**src/rtl/display_scan_controller.sv**
```systemverilog
// ---------------------------------------------------------------------------
// display_scan_controller
//
// Purpose:
//   Sequences the HUB75-style panel datapath. For each PWM subframe of a row
//   it walks the framebuffer column by column (two cycles per column), emits
//   one panel shift-clock pulse per column, blanks, latches the shifted row,
//   then enables the panel outputs for `ontime` cycles. The PWM compare value
//   `cycle` steps 1 .. 2^cyclewidth-1 per row, so a pixel of value v is lit
//   in exactly v subframes of its row.
//
// Ports:
//   clk           in   sole clock
//   rst           in   synchronous, active-high reset
//   enable        in   run frames; sampled only in IDLE and at frame boundary
//   pixel_row     out  framebuffer read row
//   pixel_col     out  framebuffer read column
//   cycle         out  PWM compare value to the colour encoder (never 0)
//   display_clk   out  panel shift clock
//   display_latch out  panel latch strobe
//   display_oe    out  panel output enable, active low (1 = blank)
//   display_row   out  panel row address
//   frame_done    out  one-cycle pulse after the last subframe of a frame
//
// All outputs come straight from flops: the combinational block works out
// the next state and counters, and the output values are derived from those
// next values so that they line up with the state they belong to.
// ---------------------------------------------------------------------------
module display_scan_controller #(
    parameter int cyclewidth = 8,
    parameter int colbits    = 6,
    parameter int rowbits    = 4,
    parameter int ontime     = 16
) (
    input  logic                  clk,
    input  logic                  rst,
    input  logic                  enable,
    output logic [rowbits-1:0]    pixel_row,
    output logic [colbits-1:0]    pixel_col,
    output logic [cyclewidth-1:0] cycle,
    output logic                  display_clk,
    output logic                  display_latch,
    output logic                  display_oe,
    output logic [rowbits-1:0]    display_row,
    output logic                  frame_done
);

    localparam int COLS = 1 << colbits;

    // The shift/drain phase counts local cycles 0 .. 2*COLS+1, so two more
    // bits than the column address are needed.
    localparam int SW = colbits + 2;
    localparam logic [SW-1:0] SHIFT_LAST = SW'(2 * COLS - 1);
    localparam logic [SW-1:0] DRAIN_LAST = SW'(2 * COLS + 1);
    localparam logic [SW-1:0] SHIFT_ONE  = SW'(1);
    localparam logic [SW-1:0] FIRST_CLK  = SW'(3);

    localparam int OW = (ontime > 1) ? $clog2(ontime) : 1;
    localparam logic [OW-1:0] ON_LAST = OW'(ontime - 1);
    localparam logic [OW-1:0] ON_ONE  = OW'(1);

    localparam logic [cyclewidth-1:0] CYCLE_MAX = '1;
    localparam logic [cyclewidth-1:0] CYCLE_ONE = cyclewidth'(1);
    localparam logic [rowbits-1:0]    ROW_MAX   = '1;
    localparam logic [rowbits-1:0]    ROW_ONE   = rowbits'(1);

    typedef enum logic [2:0] {
        ST_IDLE,
        ST_SHIFT,
        ST_DRAIN,
        ST_BLANK,
        ST_LATCH,
        ST_DISPLAY
    } state_e;

    state_e                  state_q,        state_d;
    logic [SW-1:0]           shiftCnt_q,     shiftCnt_d;
    logic [OW-1:0]           onCnt_q,        onCnt_d;
    logic [cyclewidth-1:0]   cycle_q,        cycle_d;
    logic [rowbits-1:0]      pixelRow_q,     pixelRow_d;
    logic [colbits-1:0]      pixelCol_q,     pixelCol_d;
    logic                    displayClk_q,   displayClk_d;
    logic                    displayLatch_q, displayLatch_d;
    logic                    displayOe_q,    displayOe_d;
    logic [rowbits-1:0]      displayRow_q,   displayRow_d;
    logic                    frameDone_q,    frameDone_d;

    // Next-state logic. The shift counter keeps running from SHIFT into
    // DRAIN so the shift-clock pattern continues unbroken across the
    // boundary. The PWM value and row only move on the final DISPLAY cycle,
    // which keeps `cycle` constant for everything shifted into that subframe.
    // `enable` is looked at only in IDLE and when the last row wraps.
    always_comb begin
        state_d     = state_q;
        shiftCnt_d  = shiftCnt_q;
        onCnt_d     = onCnt_q;
        cycle_d     = cycle_q;
        pixelRow_d  = pixelRow_q;
        frameDone_d = 1'b0;

        case (state_q)
            ST_IDLE: begin
                if (enable) begin
                    state_d    = ST_SHIFT;
                    shiftCnt_d = '0;
                end
            end

            ST_SHIFT: begin
                shiftCnt_d = shiftCnt_q + SHIFT_ONE;
                if (shiftCnt_q == SHIFT_LAST) begin
                    state_d = ST_DRAIN;
                end
            end

            ST_DRAIN: begin
                shiftCnt_d = shiftCnt_q + SHIFT_ONE;
                if (shiftCnt_q == DRAIN_LAST) begin
                    state_d = ST_BLANK;
                end
            end

            ST_BLANK: begin
                state_d = ST_LATCH;
            end

            ST_LATCH: begin
                state_d = ST_DISPLAY;
                onCnt_d = '0;
            end

            ST_DISPLAY: begin
                onCnt_d = onCnt_q + ON_ONE;
                if (onCnt_q == ON_LAST) begin
                    state_d    = ST_SHIFT;
                    shiftCnt_d = '0;
                    if (cycle_q == CYCLE_MAX) begin
                        cycle_d    = CYCLE_ONE;
                        pixelRow_d = pixelRow_q + ROW_ONE;
                        if (pixelRow_q == ROW_MAX) begin
                            frameDone_d = 1'b1;
                            if (!enable) begin
                                state_d = ST_IDLE;
                            end
                        end
                    end else begin
                        cycle_d = cycle_q + CYCLE_ONE;
                    end
                end
            end

            default: begin
                state_d = ST_IDLE;
            end
        endcase
    end

    // Output values for the upcoming cycle, derived from the next state and
    // next counters. Column k is addressed for local cycles 2k and 2k+1; the
    // column address is held through DRAIN and beyond. The shift clock is
    // high on odd local cycles from 3 up to 2*COLS+1, which gives one pulse
    // per column, each one cycle after that column's encoder data settles.
    always_comb begin
        pixelCol_d     = pixelCol_q;
        displayClk_d   = 1'b0;
        displayLatch_d = 1'b0;
        displayOe_d    = 1'b1;
        displayRow_d   = displayRow_q;

        if (state_d == ST_SHIFT) begin
            pixelCol_d = shiftCnt_d[colbits:1];
        end

        if ((state_d == ST_SHIFT) || (state_d == ST_DRAIN)) begin
            displayClk_d = shiftCnt_d[0] && (shiftCnt_d >= FIRST_CLK);
        end

        if (state_d == ST_LATCH) begin
            displayLatch_d = 1'b1;
            displayRow_d   = pixelRow_d;
        end

        // Outputs are enabled only while displaying, never during the latch.
        if (state_d == ST_DISPLAY) begin
            displayOe_d = 1'b0;
        end
    end

    // State and output registers. Reset abandons any partially shifted row
    // immediately and returns everything to the idle, blanked condition.
    always_ff @(posedge clk) begin
        if (rst) begin
            state_q        <= ST_IDLE;
            shiftCnt_q     <= '0;
            onCnt_q        <= '0;
            cycle_q        <= CYCLE_ONE;
            pixelRow_q     <= '0;
            pixelCol_q     <= '0;
            displayClk_q   <= 1'b0;
            displayLatch_q <= 1'b0;
            displayOe_q    <= 1'b1;
            displayRow_q   <= '0;
            frameDone_q    <= 1'b0;
        end else begin
            state_q        <= state_d;
            shiftCnt_q     <= shiftCnt_d;
            onCnt_q        <= onCnt_d;
            cycle_q        <= cycle_d;
            pixelRow_q     <= pixelRow_d;
            pixelCol_q     <= pixelCol_d;
            displayClk_q   <= displayClk_d;
            displayLatch_q <= displayLatch_d;
            displayOe_q    <= displayOe_d;
            displayRow_q   <= displayRow_d;
            frameDone_q    <= frameDone_d;
        end
    end

    assign pixel_row     = pixelRow_q;
    assign pixel_col     = pixelCol_q;
    assign cycle         = cycle_q;
    assign display_clk   = displayClk_q;
    assign display_latch = displayLatch_q;
    assign display_oe    = displayOe_q;
    assign display_row   = displayRow_q;
    assign frame_done    = frameDone_q;

endmodule
```
**config.mk**
```make
export PLATFORM = sky130hd
export DESIGN_NAME = display_scan_controller
export DESIGN_NICKNAME = d
export VERILOG_FILES = /design/src/rtl/display_scan_controller.sv
export SDC_FILE = /design/constraint.sdc
export NUM_CORES = 1
export LEC_CHECK = 0
export CAP_MARGIN = 20
export CORE_AREA = 2 2 65 67
export DETAILED_ROUTE_END_ITERATION = 10
export DIE_AREA = 0 0 67 69
export GPL_TIMING_DRIVEN = 0
export PLACE_DENSITY = 0.76
export SYNTH_ARGS = -nofsm -noshare
export SYNTH_HDL_FRONTEND = slang
export SYNTH_SLANG_ARGS = --single-unit
export TNS_END_PERCENT = 1
```
**constraint.sdc**
```tcl
create_clock -name clk -period 2.95 [get_ports clk]
set_input_delay 0.295 -clock clk [delete_from_list [all_inputs] [get_ports clk]]
set_output_delay 0.295 -clock clk [all_outputs]
set_load 0.02 [all_outputs]
```
==> flow_metrics.py, run 1 <==
metrics = {
    "logic_synthesis": {
        "ys.flop_type": "dfxtp_1",
        "synth_top_family_by_area": "simple AND/OR/NAND/NOR gates",
        "ys_warn_count": 0,
        "synth_top_area_share_pct": 40.7,
        "synthXorXnorAreaFrac_pct": 5.65,
        "synthArstFlopShare_pct": 0,
        "syn-cell-area_sq_um": 2020,
        "yosys-top-cells-area": "dfxtp_1, nor2_1, nor3_1",
        "syn_avg_cell_area_sq_um": 8.55,
        "synth_edf_count": 0,
        "synth_compound_area_share_pct": 16.3,
        "netlist_instances": 236,
        "synth_fa_ha_area_share_pct": 3.10,
        "synth-seq-cells": 41,
        "synth_mux_area_share_pct": 4.28,
        "synth_top_area_cell": "dfxtp_1",
        "ys_seq_area_share_pct": 40.7,
        "ys_types": 46,
        "yosys.area_share.simple_pct": 26.5,
        "syn_nets": 244,
    },
    "floorplan": {
        "start_util_pct": 51.5,
        "design.core.area_sq_um": 3910,
        "die_h_microns": 69,
        "rows": 23,
        "pin_count": 29,
        "die_area_sq_um": 4620,
        "die_x_microns": 67,
    },
    "sta": {
        "hold_ws_ns": 0.449,
        "slew_headroom_pct": 43.1,
        "fmax_mhz": 384,
        "min_period_over_period_pct": 88.3,
        "setup_viol": 0,
        "fin_tns_setup_ns": 0,
        "hold_viol": 0,
        "slew_violations": 0,
        "fin_crit_ns": 2.60,
        "rsz0062_at_grt": "no",
        "tightest_slew_ns": 0.843,
        "fin_skew_ns": 0.00737,
    },
    "final_layout": {
        "final_common_cell": "dfxtp_1",
        "synthToLayoutAreaGrowth_pct": 22.3,
        "layout-drive-gt1-share_pct": 6.27,
        "layout_common_cells": "dfxtp_1, nor2_1, clkdlybuf4s50_1",
        "fill_cells": 371,
        "n_antenna_cell": 0,
        "multi_input_comb_area_sq_um": 1130,
        "final_nets": 278,
        "seq_area_sq_um": 821,
    },
    "clock_tree": {
        "cts_hold_buf": 0,
        "insertion_delay_ns": 0.30,
        "cts_root_buffer": "clkbuf_8",
        "cts_setup_buffers": 0,
        "clockBufferDepth": 2,
        "cts_made_buffers": 5,
        "cts.reportedPaths.clkPinSlew_ns": 0.07,
        "cts_resized": 0,
        "cts_sinks": 41,
        "h-tree-depth": 2,
        "cts_tree": "done",
    },
    "worst_hold_path": {
        "hold_class": "in -> reg",
    },
    "worst_setup_path": {
        "worstPathArrival_ns": 2.79,
        "crit_type": "reg -> reg",
        "critical_path_required_ns": 3.14,
        "crit_path_start_kind": "flip-flop",
        "crit_slowest_cell": "o221ai_2",
        "slowest_delay_ns": 0.54,
        "cp-end-kind": "flip-flop",
        "worstPathCellList": "ha_1 > and3_1 > clkbuf_1 > a211o_1 > o311ai_0 > o221ai_2 > mux2_2",
        "worst-path-max-fanout": 7,
    },
    "drt": {
        "route.detailed.drc": 0,
        "firstDrtPassIters": 4,
        "drt_iter0_drc": 92,
        "via_per_inst": 5.79,
        "final_antenna_net_count": 0,
        "wl_per_cell_microns": 14.9,
        "vias": 1858,
        "routed_wl_microns": 4790,
    },
    "place": {
        "port_buffers": 27,
        "routabilityCongestion": 0.866,
        "place_hpwl_microns": 3270,
    },
    "grt": {
        "grt.total_usage_pct": 22.6,
        "grt_max_degree": 13,
        "antenna_found_initial": 0,
        "grt_pass1_wl_microns": 8110,
        "gr-total-overflow": 0,
        "grt_pass1_vias": 1758,
    },
    "power_and_ir_drop": {
        "p_per_area_nw_per_um2": 445,
        "peakVddDrop_uv": 343,
        "p_leak_nw": 0.886,
    },
    "run_status": {
        "status": "finished, final reports clean",
    },
    "run": {
        "cap_viol_max_count": 0,
    },
}
registers in the layout, indices dropped and copies added (netlist names):
name           count
cycle              8
display_clk        1
display_latch      1
display_oe         1
display_row        4
frame_done         1
onCnt_q            4
pixel_col          6
pixel_row          4
shiftCnt_q         8
state_q            3
synthesized netlist by cell type (2+ instances only):
master     n
a211oi_1   6
a21o_1     3
a21oi_1   12
a311oi_1   3
and3_1     7
buf_2      2
clkbuf_1  11
dfxtp_1   41
ha_1       5
inv_1      4
mux2_2     5
mux2i_1    3
nand2_1   10
nand2b_1   3
nand3_1   11
nand3b_1   4
nand4_1    3
nor2_1    32
nor2b_1    8
nor3_1    13
nor4b_1    2
o21ai_0    7
o22ai_1    2
or2_1      2
or3_1      5
xnor2_1    7
xor2_1     6
path summary, 6_finish.rpt:
path         slack [ns]           from             to  depth (start not counted)
max                0.35  shiftCnt_q[0]   pixel_col[3]                          7
min reg2reg        0.48   pixel_col[5]   pixel_col[5]                          2
min                0.45            rst  shiftCnt_q[2]                          2
max reg2reg        0.35  shiftCnt_q[0]   pixel_col[3]                          7
cell type report:
| class | instances | area share [%] |
|---|---|---|
| flip-flops and latches | 41 | 33.3 |
| clock inverters | 1 | 1.22 |
| well taps | 50 | 2.54 |
| multi-input cells | 177 | 45.7 |
| inverters | 4 | 0.609 |
| clock buffers | 7 | 3.50 |
| repair buffers | 27 | 11.0 |
| plain buffers | 14 | 2.23 |
through the flow:
stage	worst slack (ns)	instances	power [mW]	area, sq um	utilization [%]
after floorplan	0.796	236	0.622	2020	-
after global placement	0.418	313	0.638	2350	60.0
after detailed placement	0.400	313	0.639	2350	60.0
after CTS	0.383	321	1.11	2470	63.0
after global routing	0.161	321	1.14	2470	63.0
final	0.346	321	1.10	2470	63.0
logic make-up after synthesis:
logic type / after synthesis
compound gates: 47
xor+xnor: 13
fa+ha+maj: 5
buf+inv: 18
flops: 41
mux: 8
simple gates: 104
layer usage:
layer | routed length, microns | vias to the layer above | share of wire, % | global-route usage, %
met5 | 0 | - | 0 | 0
met4 | 102 | 0 | 2.1 | 10.7
met3 | 196 | 9 | 4.1 | 5.22
met2 | 2280 | 40 | 47 | 33.3
met1 | 2220 | 898 | 46 | 30.9
li1 | - | 911 | - | -
critical path: cells and delay by family (launching register included):
kind                     cells  cell delay, ns
buffers and inverters        1            0.28
AO/OA/AOI/OAI                3            0.97
adder cells (fa/ha/maj)      1            0.25
AND/OR/NAND/NOR              1            0.17
multiplexers                 1            0.39
flip-flops                   1            0.43
power breakdown:
group	switching [mW]	leakage, nW	internal (mW)
Sequential	0.00424	0.331	0.556
Clock	0.195	0.0585	0.276
Combinational	0.0413	0.497	0.0262
Total	0.240	0.886	0.858
No activity file was read; power rests on OpenSTA's default activity.
==> run 2, diff against run 1 <==
Settings changed: CORE_AREA 2 2 65 67 to 2 2 68 70, DIE_AREA 0 0 67 69 to 0 0 70 72, PLACE_DENSITY 0.76 to 0.73.
Clock period 2.95 ns to 2.2 ns, I/O delays scaled along.
==> run 2 against run 1 <==
Compared with the run above:
- clock power is 4.2% higher
- flip-flop and latch count stayed put
- first-iteration DRC count increased by 36%
- hold slack worse by 0.078 ns
- utilization decreased by 4.9 points
- cell count grew 0.93%
- final area up 0.46%
- global-route usage down 2.8 points
- critical path depth is 1 lower
- non-clock buffer count increased by 1
- sequential share of layout area is 0.10 points lower
==> flow_metrics.py, run 2 (synthesized netlist as in run 1, its figures left out) <==
metrics = {
    "drt": {
        "vias": 1832,
        "firstDrtPassIters": 4,
        "final_antenna_net_count": 0,
        "via_per_inst": 5.65,
        "drt_iter0_drc": 125,
        "routed_wl_microns": 4590,
        "wl_per_cell_microns": 14.2,
        "route.detailed.drc": 0,
    },
    "grt": {
        "grt_pass1_wl_microns": 8070,
        "gr-total-overflow": 0,
        "grt_pass1_vias": 1740,
        "grt_max_degree": 14,
        "antenna_found_initial": 0,
        "grt.total_usage_pct": 19.8,
    },
    "worst_setup_path": {
        "crit_type": "reg -> reg",
        "crit_path_start_kind": "flip-flop",
        "cp-end-kind": "flip-flop",
        "slowest_delay_ns": 0.50,
        "worst-path-max-fanout": 10,
        "reg2reg_to": "pixel_col[4]",
        "critical_path_required_ns": 2.45,
        "cp_top_family": "simple AND/OR/NAND/NOR gates",
        "r2r_slack_ns": 0.09,
        "timing.rr.start": "state_q[0]",
        "crit_slowest_cell": "or4_1",
        "worstPathCellList": "xnor2_1 > or2_1 > buf_2 > or4_1 > a21oi_1 > mux2_2",
        "path_buf_inv": 1,
        "worstPathArrival_ns": 2.36,
        "r2r.worst_path.cells": 6,
    },
    "sta": {
        "hold_ws_ns": 0.371,
        "slew_violations": 0,
        "fin_crit_ns": 2.11,
        "min_period_over_period_pct": 96.1,
        "fmax_mhz": 473,
        "setup_viol": 0,
        "slew_headroom_pct": 56.0,
        "fin_skew_ns": 0.00526,
        "rsz0062_at_grt": "no",
        "hold_viol": 0,
        "tightest_slew_ns": 0.655,
    },
    "floorplan": {
        "start_util_pct": 47.3,
        "pin_count": 29,
        "rows": 24,
        "die_area_sq_um": 5040,
        "die_h_microns": 72,
        "die_x_microns": 70,
        "design.core.area_sq_um": 4260,
    },
    "final_layout": {
        "final_cells": 324,
        "n_antenna_cell": 0,
        "final_nets": 279,
        "layout-drive-gt1-share_pct": 9.56,
        "final_common_cell": "dfxtp_1",
        "synthToLayoutAreaGrowth_pct": 22.8,
        "design_area_sq_um": 2480,
        "layout_common_cells": "dfxtp_1, nor2_1, clkdlybuf4s50_1",
    },
    "power_and_ir_drop": {
        "p_comb_share_pct": 7.4,
        "p_leak_nw": 0.892,
        "switching_power_mw": 0.335,
        "clockPowerShare_pct": 36.6,
        "p_sw_share_pct": 25.0,
        "seq_power_share_pct": 56.0,
        "p_int_mw": 1.01,
        "p_per_area_nw_per_um2": 542,
        "peakVddDrop_uv": 375,
    },
    "clock_tree": {
        "cts.reportedPaths.clkPinSlew_ns": 0.08,
        "insertion_delay_ns": 0.30,
        "cts_sinks": 41,
        "cts_made_buffers": 5,
        "cts_hold_buf": 0,
        "cts_tree": "done",
        "clockBufferDepth": 2,
        "h-tree-depth": 2,
        "cts_root_buffer": "clkbuf_8",
    },
    "place": {
        "port_buffers": 27,
        "place_area_sq_um": 2350,
        "dp.cells": 315,
        "routabilityCongestion": 0.933,
        "place_hpwl_microns": 3270,
    },
    "worst_hold_path": {
        "min_from": "rst",
        "hold_end": "shiftCnt_q[2]",
        "hold_depth": 2,
        "hold_class": "in -> reg",
    },
    "run": {
        "cap_viol_max_count": 0,
    },
    "run_status": {
        "status": "finished, final reports clean",
    },
}
run 2: timing repair:
item,in CTS,in global routing
endpoints found under the setup margin,7,7
gates resized for setup,3,8
buffers inserted,2,0
pin swaps,1,0
run 2: power groups by stage:
| stage | logic [mW] | registers [mW] | clock network [mW] |
|---|---|---|---|
| final | 0.0989 | 0.752 | 0.491 |
| after global routing | 0.109 | 0.753 | 0.532 |
| after CTS | 0.0954 | 0.752 | 0.506 |
| after detailed placement | 0.0882 | 0.769 | 0 |
| after global placement | 0.0892 | 0.769 | 0 |
| after floorplan | 0.0653 | 0.768 | 0 |
run 2: worst max path at each step:
stage	from	end	slack (ns)	cells after the start
after detailed placement	shiftCnt_q[0]	pixel_col[4]	-0.32	7
after floorplan	shiftCnt_q[0]	pixel_col[0]	0.05	7
after CTS	state_q[2]	pixel_col[4]	0.005	7
after global placement	shiftCnt_q[1]	pixel_col[1]	-0.33	7
final	state_q[0]	pixel_col[4]	0.09	6
after global routing	state_q[2]	pixel_col[1]	0.008	7
run 2: metrics by stage:
step | total power, mW | setup TNS [ns] | worst slack, ns | util (%)
after global placement | 0.858 | -1.93 | -0.329 | 55.2
final | 1.34 | 0 | 0.0868 | 58.1
after floorplan | 0.834 | 0 | 0.0460 | -
after detailed placement | 0.857 | -1.83 | -0.315 | 55.2
after global routing | 1.39 | 0 | 0.00796 | 58.1
after CTS | 1.35 | 0 | 0.00523 | 57.6
run 2: metal layers:
| layer | track usage [%] | part of all wire, % | vias up |
|---|---|---|---|
| met1 | 27.6 | 50 | 857 |
| met5 | 0 | 0 | - |
| met4 | 7.48 | 1.9 | 0 |
| met3 | 4.31 | 5.2 | 11 |
| met2 | 30.3 | 43 | 49 |
| li1 | - | - | 915 |
run 2: final cells by class:
cell class / count / area [sq um]
fill: 386 / 1790
multi-input combinational: 177 / 1150
sequential: 41 / 822
timing repair buffer: 29 / 285
clock buffer: 5 / 68.8
tap: 52 / 65.1
buffer: 13 / 55.1
clock inverter: 3 / 17.5
inverter: 4 / 15.0
run 2: worst reg2reg max path, stage by stage, from the launching register on:
cell and delay, ns:
dfxtp_1 0.46, xnor2_1 0.26, or2_1 0.27, buf_2 0.17
or4_1 0.51, a21oi_1 0.22, mux2_2 0.18
